### config.mk
export PLATFORM = sky130hd
export DESIGN_NAME = ysyx_23060240_ifu_flat
export DESIGN_NICKNAME = d
export VERILOG_FILES = /design/src/rtl/ysyx_23060240_ifu_if.sv /design/src/rtl/ysyx_23060240_ifu.sv /design/src/flat_wrapper.sv
export SDC_FILE = /design/constraint.sdc
export NUM_CORES = 1
export LEC_CHECK = 0
export BUFFER_PORTS_ARGS = -buffer_cell sky130_fd_sc_hd__buf_2
export CORE_UTILIZATION = 48
export DETAILED_ROUTE_END_ITERATION = 12
export PLACE_DENSITY_LB_ADDON = 0.2
export RECOVER_POWER = 25
export SYNTH_ARGS = -nofsm -noshare
export SYNTH_HDL_FRONTEND = slang
export SYNTH_SLANG_ARGS = --single-unit
### constraint.sdc
create_clock -name clk -period 2 [get_ports clk]
set_input_delay 0.1 -clock clk [delete_from_list [all_inputs] [get_ports clk]]
set_output_delay 0.1 -clock clk [all_outputs]
set_load 0.05 [all_outputs]
### src/rtl/ysyx_23060240_ifu_if.sv
// Handshake/bus bundle for the instruction fetch unit.
// master: the IFU side; slave: PC stage, memory and decode side.
interface ysyx_23060240_ifu_if #(
    parameter int unsigned ADDR_W = 32
);
    logic              pc_valid;
    logic              pc_ready;
    logic [ADDR_W-1:0] pc_in;
    logic              flush;
    logic              mem_req_valid;
    logic              mem_req_ready;
    logic [ADDR_W-1:0] mem_req_addr;
    logic              mem_rsp_valid;
    logic [31:0]       mem_rsp_data;
    logic              mem_rsp_err;
    logic              inst_valid;
    logic              inst_ready;
    logic [31:0]       inst;
    logic [ADDR_W-1:0] inst_pc;
    logic              fetch_err;

    modport master (
        input  pc_valid, pc_in, flush, mem_req_ready,
        input  mem_rsp_valid, mem_rsp_data, mem_rsp_err, inst_ready,
        output pc_ready, mem_req_valid, mem_req_addr,
        output inst_valid, inst, inst_pc, fetch_err
    );

    modport slave (
        output pc_valid, pc_in, flush, mem_req_ready,
        output mem_rsp_valid, mem_rsp_data, mem_rsp_err, inst_ready,
        input  pc_ready, mem_req_valid, mem_req_addr,
        input  inst_valid, inst, inst_pc, fetch_err
    );
endinterface

### src/rtl/ysyx_23060240_ifu.sv
// Instruction fetch unit: takes a PC, issues one word read over a
// valid/ready memory port, holds the returned word for decode.
// One request outstanding; flush discards held or in-flight fetches.
// Optional macro IFU_ALIGN_CHK_EN: misaligned PCs skip memory and
// return fetch_err=1 with inst=0 and the exact PC.
module ysyx_23060240_ifu #(
    parameter int unsigned ADDR_W  = 32,
    parameter int unsigned TIMEOUT = 255
) (
    input  logic                 clk,
    input  logic                 rst,
    ysyx_23060240_ifu_if.master  bus
);
    typedef enum logic [1:0] {S_IDLE, S_REQ, S_WAIT, S_HOLD} state_t;

    localparam logic [7:0] TMO_LAST = 8'(TIMEOUT - 1);

    state_t            state_q, state_d;
    logic              req_valid_q, req_valid_d;
    logic [ADDR_W-1:0] req_addr_q, req_addr_d;
    logic [ADDR_W-1:0] pc_q, pc_d;
    logic [31:0]       inst_q, inst_d;
    logic [ADDR_W-1:0] inst_pc_q, inst_pc_d;
    logic              err_q, err_d;
    logic              drop_q, drop_d;
    logic [ADDR_W-1:0] pend_q, pend_d;
    logic              pend_valid_q, pend_valid_d;
    logic [7:0]        cnt_q, cnt_d;
    logic              stale_q, stale_d;
    logic              launch;
    logic [ADDR_W-1:0] launch_pc;
    logic              rsp_live;
    logic              tmo;

    // A response owed to a timed-out request is swallowed once (stale).
    assign rsp_live = bus.mem_rsp_valid & ~stale_q;
    assign tmo      = (state_q == S_WAIT) & ~rsp_live & (cnt_q == TMO_LAST);

    assign bus.pc_ready      = (state_q == S_IDLE)
                             | ((state_q == S_HOLD) & bus.inst_ready)
                             | bus.flush;
    assign bus.mem_req_valid = req_valid_q;
    assign bus.mem_req_addr  = req_addr_q;
    assign bus.inst_valid    = (state_q == S_HOLD);
    assign bus.inst          = inst_q;
    assign bus.inst_pc       = inst_pc_q;
    assign bus.fetch_err     = err_q;

    // State and datapath registers.
    always_ff @(posedge clk or negedge rst) begin
        if (!rst) begin
            state_q      <= S_IDLE;
            req_valid_q  <= 1'b0;
            req_addr_q   <= '0;
            pc_q         <= '0;
            inst_q       <= '0;
            inst_pc_q    <= '0;
            err_q        <= 1'b0;
            drop_q       <= 1'b0;
            pend_q       <= '0;
            pend_valid_q <= 1'b0;
            cnt_q        <= '0;
            stale_q      <= 1'b0;
        end else begin
            state_q      <= state_d;
            req_valid_q  <= req_valid_d;
            req_addr_q   <= req_addr_d;
            pc_q         <= pc_d;
            inst_q       <= inst_d;
            inst_pc_q    <= inst_pc_d;
            err_q        <= err_d;
            drop_q       <= drop_d;
            pend_q       <= pend_d;
            pend_valid_q <= pend_valid_d;
            cnt_q        <= cnt_d;
            stale_q      <= stale_d;
        end
    end

    // Next-state and datapath updates; every path that starts a fetch
    // raises 'launch' so request issue is decided in one place below.
    always_comb begin
        state_d      = state_q;
        req_valid_d  = req_valid_q;
        req_addr_d   = req_addr_q;
        pc_d         = pc_q;
        inst_d       = inst_q;
        inst_pc_d    = inst_pc_q;
        err_d        = err_q;
        drop_d       = drop_q;
        pend_d       = pend_q;
        pend_valid_d = pend_valid_q;
        cnt_d        = cnt_q;
        stale_d      = stale_q;
        launch       = 1'b0;
        launch_pc    = bus.pc_in;

        if (bus.mem_rsp_valid) stale_d = 1'b0;

        unique case (state_q)
            S_IDLE: begin
                if (bus.pc_valid) launch = 1'b1;
            end
            S_REQ: begin
                if (bus.flush) begin
                    drop_d = 1'b1;
                    if (bus.pc_valid) begin
                        pend_d       = bus.pc_in;
                        pend_valid_d = 1'b1;
                    end
                end
                if (bus.mem_req_ready) begin
                    req_valid_d = 1'b0;
                    cnt_d       = '0;
                    state_d     = S_WAIT;
                end
            end
            S_WAIT: begin
                if (rsp_live || tmo) begin
                    if (tmo) stale_d = 1'b1;
                    if (drop_q || bus.flush) begin
                        drop_d       = 1'b0;
                        pend_valid_d = 1'b0;
                        state_d      = S_IDLE;
                        if (bus.flush && bus.pc_valid) begin
                            launch = 1'b1;
                        end else if (pend_valid_q) begin
                            launch    = 1'b1;
                            launch_pc = pend_q;
                        end
                    end else begin
                        inst_d    = rsp_live ? bus.mem_rsp_data : 32'h0;
                        err_d     = rsp_live ? bus.mem_rsp_err : 1'b1;
                        inst_pc_d = pc_q;
                        state_d   = S_HOLD;
                    end
                end else begin
                    cnt_d = cnt_q + 8'd1;
                    if (bus.flush) begin
                        drop_d = 1'b1;
                        if (bus.pc_valid) begin
                            pend_d       = bus.pc_in;
                            pend_valid_d = 1'b1;
                        end
                    end
                end
            end
            S_HOLD: begin
                if (bus.flush || bus.inst_ready) begin
                    state_d = S_IDLE;
                    if (bus.pc_valid) launch = 1'b1;
                end
            end
            default: state_d = S_IDLE;
        endcase

        if (launch) begin
`ifdef IFU_ALIGN_CHK_EN
            if (launch_pc[1:0] != 2'b00) begin
                inst_d    = '0;
                err_d     = 1'b1;
                inst_pc_d = launch_pc;
                state_d   = S_HOLD;
            end else begin
                req_valid_d = 1'b1;
                req_addr_d  = {launch_pc[ADDR_W-1:2], 2'b00};
                pc_d        = launch_pc;
                state_d     = S_REQ;
            end
`else
            req_valid_d = 1'b1;
            req_addr_d  = {launch_pc[ADDR_W-1:2], 2'b00};
            pc_d        = launch_pc;
            state_d     = S_REQ;
`endif
        end
    end
endmodule
### src/flat_wrapper.sv
// flat-port wrapper written by rule: the top's interface ports become plain ports
module ysyx_23060240_ifu_flat 
#(
    parameter int unsigned ADDR_W  = 32,
    parameter int unsigned TIMEOUT = 255
)
  (clk, rst, bus_pc_valid, bus_pc_in, bus_flush, bus_mem_req_ready, bus_mem_rsp_valid, bus_mem_rsp_data, bus_mem_rsp_err, bus_inst_ready, bus_pc_ready, bus_mem_req_valid, bus_mem_req_addr, bus_inst_valid, bus_inst, bus_inst_pc, bus_fetch_err);
  ysyx_23060240_ifu_if #(.ADDR_W(ADDR_W)) bus_i ();
  input  logic clk;
  input  logic rst;
  input wire logic [$bits(bus_i.pc_valid)-1:0] bus_pc_valid;
  input wire logic [$bits(bus_i.pc_in)-1:0] bus_pc_in;
  input wire logic [$bits(bus_i.flush)-1:0] bus_flush;
  input wire logic [$bits(bus_i.mem_req_ready)-1:0] bus_mem_req_ready;
  input wire logic [$bits(bus_i.mem_rsp_valid)-1:0] bus_mem_rsp_valid;
  input wire logic [$bits(bus_i.mem_rsp_data)-1:0] bus_mem_rsp_data;
  input wire logic [$bits(bus_i.mem_rsp_err)-1:0] bus_mem_rsp_err;
  input wire logic [$bits(bus_i.inst_ready)-1:0] bus_inst_ready;
  output wire logic [$bits(bus_i.pc_ready)-1:0] bus_pc_ready;
  output wire logic [$bits(bus_i.mem_req_valid)-1:0] bus_mem_req_valid;
  output wire logic [$bits(bus_i.mem_req_addr)-1:0] bus_mem_req_addr;
  output wire logic [$bits(bus_i.inst_valid)-1:0] bus_inst_valid;
  output wire logic [$bits(bus_i.inst)-1:0] bus_inst;
  output wire logic [$bits(bus_i.inst_pc)-1:0] bus_inst_pc;
  output wire logic [$bits(bus_i.fetch_err)-1:0] bus_fetch_err;
  assign bus_i.pc_valid = bus_pc_valid;
  assign bus_i.pc_in = bus_pc_in;
  assign bus_i.flush = bus_flush;
  assign bus_i.mem_req_ready = bus_mem_req_ready;
  assign bus_i.mem_rsp_valid = bus_mem_rsp_valid;
  assign bus_i.mem_rsp_data = bus_mem_rsp_data;
  assign bus_i.mem_rsp_err = bus_mem_rsp_err;
  assign bus_i.inst_ready = bus_inst_ready;
  assign bus_pc_ready = bus_i.pc_ready;
  assign bus_mem_req_valid = bus_i.mem_req_valid;
  assign bus_mem_req_addr = bus_i.mem_req_addr;
  assign bus_inst_valid = bus_i.inst_valid;
  assign bus_inst = bus_i.inst;
  assign bus_inst_pc = bus_i.inst_pc;
  assign bus_fetch_err = bus_i.fetch_err;
  ysyx_23060240_ifu #(.ADDR_W(ADDR_W), .TIMEOUT(TIMEOUT)) u_core (.clk(clk), .rst(rst), .bus(bus_i));
endmodule
### Word level (Yosys, flattened, before mapping)

Cells that the tools add are included.

* word-level logic and storage cells: 89
* register bits: 173
* input port bits: 72
* latch bits: 0
* memories kept: 0
* output and inout port bits: 100
* memory bits (read-only): 0
* RAM bits: 0

* divide/modulo/power cells: 0
* $lt $le $gt $ge: 0
* reductions and logical operators: 15
* equality and inequality tests: 10
* muxes and demuxes: 42
* shifts and indexed selects: 0
* add/subtract/negate cells: 1
* multiply operators: 0
* bitwise logic cells: 9

Operators with widths (count)
* 2-to-1 mux 32 bit: 9
* case mux 32 bit (2 select lines): 1
* 2-to-1 mux 1 bit: 20
* 2-to-1 mux 8 bit: 2
* case mux 8 bit (2 select lines): 1
* 2-to-1 mux 2 bit: 5
* adder 8 x 1 -> 8 bit (second input constant): 1
* equality test 8 bit (second input constant): 1
* != test 3 x 2 -> 1 bit (second input constant): 2
* case mux 2 bit (3 select lines): 1
* AND reduction 2 bit: 3
* AND reduction 3 bit: 2
* nonzero test 2 bit: 3
* AND 1 bit: 4
* equality test 2 bit (second input constant): 2
* != test 2 bit (second input constant): 2
* case mux 1 bit (2 select lines): 2
* AND reduction 4 bit: 1
* nonzero test 4 bit: 1
* logical OR 1 bit: 3
* != test 3 x 1 -> 1 bit (second input constant): 1
* != test 3 bit (second input constant): 1
* NOT 1 bit: 3
* case mux 1 bit (3 select lines): 1
* other kinds (4): 5

### Logic depth before layout (Yosys ltp)

* word-level depth: 10
* gate-level depth with buffers: 9
* depth with buffers taken out: 6

### Worst setup path before layout

Ideal clock, no wire load.

* path kind: register to register
* from: register u_core.state_q[1]
* to: register u_core.req_addr_q[31] (netlist: u_core.bus.mem_req_addr[31])
* setup time: 0.130 ns
* required time: 1.870 ns
* stages on the path, launching flop included: 8
* buffers on the path: 2
* path slack: -0.054 ns
* period minus slack after synthesis: 2.054 ns
* data arrival time: 1.924 ns
* cells stage by stage: dfrtp_1 > ha_1 > o21ai_0 > a21oi_1 > a21o_1 > buf_2 > buf_2 > a31oi_1

* elaborated cells on any way between the ends: 10
* those cells by class: eq/ne (2); mux (4); bitwise (2); reduce/logical (2)

RTL lines
* start, declared: line ysyx_23060240_ifu.sv:18 `state_t state_q, state_d;`
* start signal, assigned: line ysyx_23060240_ifu.sv:65 `state_q <= state_d;`
* equality test 2 bit
* via bus_inst_valid: line flat_wrapper.sv:22 `output wire logic [$bits(bus_i.inst_valid)-1:0] bus_inst_valid;`
* case mux 1 bit (3 select lines): line ysyx_23060240_ifu.sv:100 `unique case (state_q)`
* end signal, assigned: line ysyx_23060240_ifu.sv:67 `req_addr_q <= req_addr_d;`
* end, declared: line ysyx_23060240_ifu.sv:20 `logic [ADDR_W-1:0] req_addr_q, req_addr_d;`

The timed path passes the listed nets, and every way through them passes these cells.
A chain may end at the register's enable or synchronous reset.

### Worst setup path in the final report

* from: register u_core.cnt_q[0]
* to: register u_core.pend_q[20]

* word-level cells in the longest chain between the ends: 5

RTL lines
* start, declared: line ysyx_23060240_ifu.sv:28 `logic [7:0] cnt_q, cnt_d;`
* start signal, assigned: line ysyx_23060240_ifu.sv:75 `cnt_q <= cnt_d;`
* equality test 8 bit: line ysyx_23060240_ifu.sv:37 `assign tmo = (state_q == S_WAIT) & ~rsp_live & (cnt_q == TMO_LAST);`
* AND 1 bit: line ysyx_23060240_ifu.sv:37
* logical OR 1 bit: line ysyx_23060240_ifu.sv:119 `if (rsp_live || tmo) begin`
* != test 2 bit (no source line)
* AND reduction 2 bit (no source line)
* end signal, assigned: line ysyx_23060240_ifu.sv:73 `pend_q <= pend_d;`
* end, declared: line ysyx_23060240_ifu.sv:26 `logic [ADDR_W-1:0] pend_q, pend_d;`

No other way between the ends.

==> results.json <==
{
  "status": "finished clean",
  "ant_nets": 0,
  "ys_seq_area_share_pct": 54.3,
  "worstSetupStartpointType": "flop",
  "die_w_um": 119,
  "p_per_area_mw_per_mm2": 1830,
  "fin_crit_sh_pct": 94.7,
  "ys_seq_elements": 143,
  "path_cells": "inv_1, ha_1, nand4_4, o21a_4, o2111ai_4, buf_12, mux2_2",
  "setup.worst_path.end_class": "flop",
  "path_max_fanout": 17,
  "seqPwrFrac_pct": 30.9,
  "fin_crit_ns": 1.89,
  "dr.pass1.iters": 4,
  "grt-ovfl-total": 0,
  "slew_headroom_pct": 4.82,
  "drc_errors": 0,
  "start_util_pct": 49.6,
  "hold_path.class": "in -> reg",
  "port_buffers": 169,
  "cts_buffer_depth": 2,
  "cp_slowest_stage_delay_ns": 0.42,
  "dp.cells": 843,
  "vias": 5141,
  "cap_violations": 0,
  "worstSetupPathType": "reg -> reg",
  "syn_inst": 542,
  "hold_viol_final": 0,
  "wl_per_cell_um": 17.0,
  "hpwlAfterDp_um": 10400,
  "synth_common_cells": "143 x dfrtp_1, 64 x mux2_2, 38 x o21ai_0",
  "syn_avg_cell_area_um2": 12.2,
  "drv_slew": 0,
  "synthFlopType": "dfrtp_1",
  "syn2layout_area_growth_pct": 35.0,
  "holdPathEnd": "u_core.stale_q",
  "p_comb_share_pct": 49.8,
  "first_iter_violations": 175,
  "syn_area_mm2": 0.00659,
  "rsz0062_at_grt": "false",
  "fin_skew_ns": 0.00636,
  "cp_slowest_cell": "dfrtp_1",
  "post-place-ws_ns": -0.0251,
  "fin_nets": 831,
  "fin_tns_setup_ns": 0,
  "cts_max_level": 4,
  "synth_enable_flop_cells": 0,
  "clk_pin_slew_ns": 0.06,
  "fin_cells": 942,
  "cts-root-buf": "clkbuf_16",
  "finalSetupViolCount": 0,
  "leakage_nw": 4.04,
  "clock_latency_ns": 0.41,
  "via_per_inst": 5.46,
  "r2r_start": "u_core.cnt_q[0]",
  "power_switching_mw": 7.52,
  "cts_setup_buffers": 0,
  "grt.total_usage_pct": 23.8,
  "rrSetupSlack_ns": 0.11,
  "synth.top_cell.area_share_pct": 54.3,
  "die-area_mm2": 0.0142,
  "min_path_cells": 3,
  "power.internal_mw": 8.77,
  "grt_antenna_before_repair": 0,
  "tightestPinTransition_ns": 1.43,
  "clock-sinks": 143,
  "diodes": 0,
  "yosys.area.top_type": "dfrtp_1",
  "cp.required_ns": 2.29,
  "r2r_cells": 7,
  "postSynth.asyncResetShare_pct": 100,
  "yosys-top-cells-area": "dfrtp_1 54%, mux2_2 11%, a22o_1 4.4%",
  "swShare_pct": 46.2,
  "synth_cell_types": 46,
  "place_congestion": 0.855,
  "grt_pass1_wl_um": 26400,
  "synth.most_common_cell": "dfrtp_1",
  "rows": 42,
  "dieHeight_um": 119,
  "core-area_mm2": 0.0133,
  "grt_max_degree": 57,
  "yosysWarnings": 0,
  "setup_slack_ns": 0.106,
  "vdd_drop_max_v": 0.000924,
  "grt_pass1_vias": 5191,
  "timing.fmax_ghz": 0.528,
  "drive_above_1_share_pct": 40.5,
  "hp-start": "bus_mem_rsp_valid",
  "cts_buffers": 17,
  "worst_ep_arrival_time_ns": 2.19,
  "ios": 172,
  "totalPowerFinal_mw": 16.3,
  "r2r_end": "u_core.pend_q[20]",
  "drt_wl_total_um": 16000,
  "cts_tree": "built",
  "clockPowerShare_pct": 19.2
}
==> worst max-delay path by stage <==
stage                       from           endpoint  slack, ns
3_3_place_gp   u_core.state_q[0]    u_core.pc_q[19]       0.04
3_5_place_dp   u_core.state_q[0]    u_core.pc_q[19]      -0.03
2_1_floorplan  u_core.state_q[0]  u_core.pend_q[10]     -0.004
5_1_grt        u_core.state_q[0]    u_core.pc_q[23]     0.0007
6_report         u_core.cnt_q[0]  u_core.pend_q[20]       0.11
4_1_cts        u_core.state_q[0]    u_core.pc_q[19]       0.01
==> repair_timing <==
action | in CTS | in global routing
hold endpoints to repair | 150 | 0
pin swaps | 0 | 2
hold buffers | 67 | 0
gates resized for setup | 2 | 6
setup endpoints to repair | 5 | 67
==> cell usage in the layout (no fill, tap or decap), types with 4 or more instances in the layout <==
cell type        n
a211oi_1        32
a21oi_1          4
a22o_1          33
a31oi_1         31
buf_12           8
buf_2          168
buf_4           22
clkbuf_16       17
clkinv_2         5
dfrtp_1        143
dlygate4sd3_1   67
inv_1           11
mux2_2          64
nand2_1          7
nand3_1          6
nor2_1           4
o211ai_1         6
o21ai_0         38
or3b_1          32
==> worst max-delay path: cells and delay by family (launching register included) <==
family	cells	cell delay, ns
mux	1	0.35
compound gates	2	0.40
flops	1	0.42
buf+inv	2	0.29
fa+ha+maj	1	0.19
simple gates	1	0.11
==> cell families (layout without fill, tap and decap cells) <==
group | count (synthesis) | in the layout | synth area share [%]
flip-flops | 143 | 143 | 54.3
AND/OR/NAND/NOR | 74 | 74 | 8.00
other | 1 | 2 | 0.0569
adder cells (fa/ha/maj) | 7 | 7 | 1.29
multiplexers | 64 | 64 | 10.9
AO/OA/AOI/OAI | 165 | 165 | 17.5
buffers and inverters | 88 | 311 | 7.88
==> through the flow <==
step                area (um2)  hold slack [ns]  utilization (%)
floorplan                 6600           -0.196                -
global placement          7610           0.0936             57.3
detailed placement        7610           0.0968             57.3
CTS                       8880          0.00945             66.8
global route              8890           0.0357             66.9
finish                    8890           0.0320             66.9
==> power by group through the flow <==
stage	registers (mW)	logic [mW]	clock network (mW)
final	5.04	8.12	3.13
after global routing	5.21	8.59	3.33
after CTS	5.02	8.12	3.21
after detailed placement	5.06	7.96	0
after global placement	4.98	7.85	0
after floorplan	7.10	4.18	0
==> per-layer routing <==
metal	track usage, %	vias to the layer above	routed length, um
met5	0	-	0
met4	9.34	0	202
met3	4.98	16	752
met2	40.6	160	8040
met1	29.6	2540	6980
li1	-	2425	-
==> sequential cells by signal, indices dropped and copies added, names as in the netlist <==
name and flops:
u_core.cnt_q 8, u_core.bus.fetch_err 1, u_core.pend_q 32, u_core.pend_valid_q 1, u_core.pc_q 31, u_core.stale_q 1
u_core.bus.mem_req_addr 1, u_core.bus.mem_req_valid 1, u_core.state_q 2, u_core.bus.inst_pc 32, u_core.bus.inst 32, u_core.drop_q 1
==> area by class of cell <==
class / instances / area, um2
clock buffer: 21 / 450
clock inverter: 11 / 140
fill: 988 / 4400
inverter: 11 / 41.3
multi-input combinational: 312 / 2600
sequential: 143 / 3580
tap: 176 / 220
timing repair buffer: 268 / 1860
No activity file was read; power rests on OpenSTA's default activity.
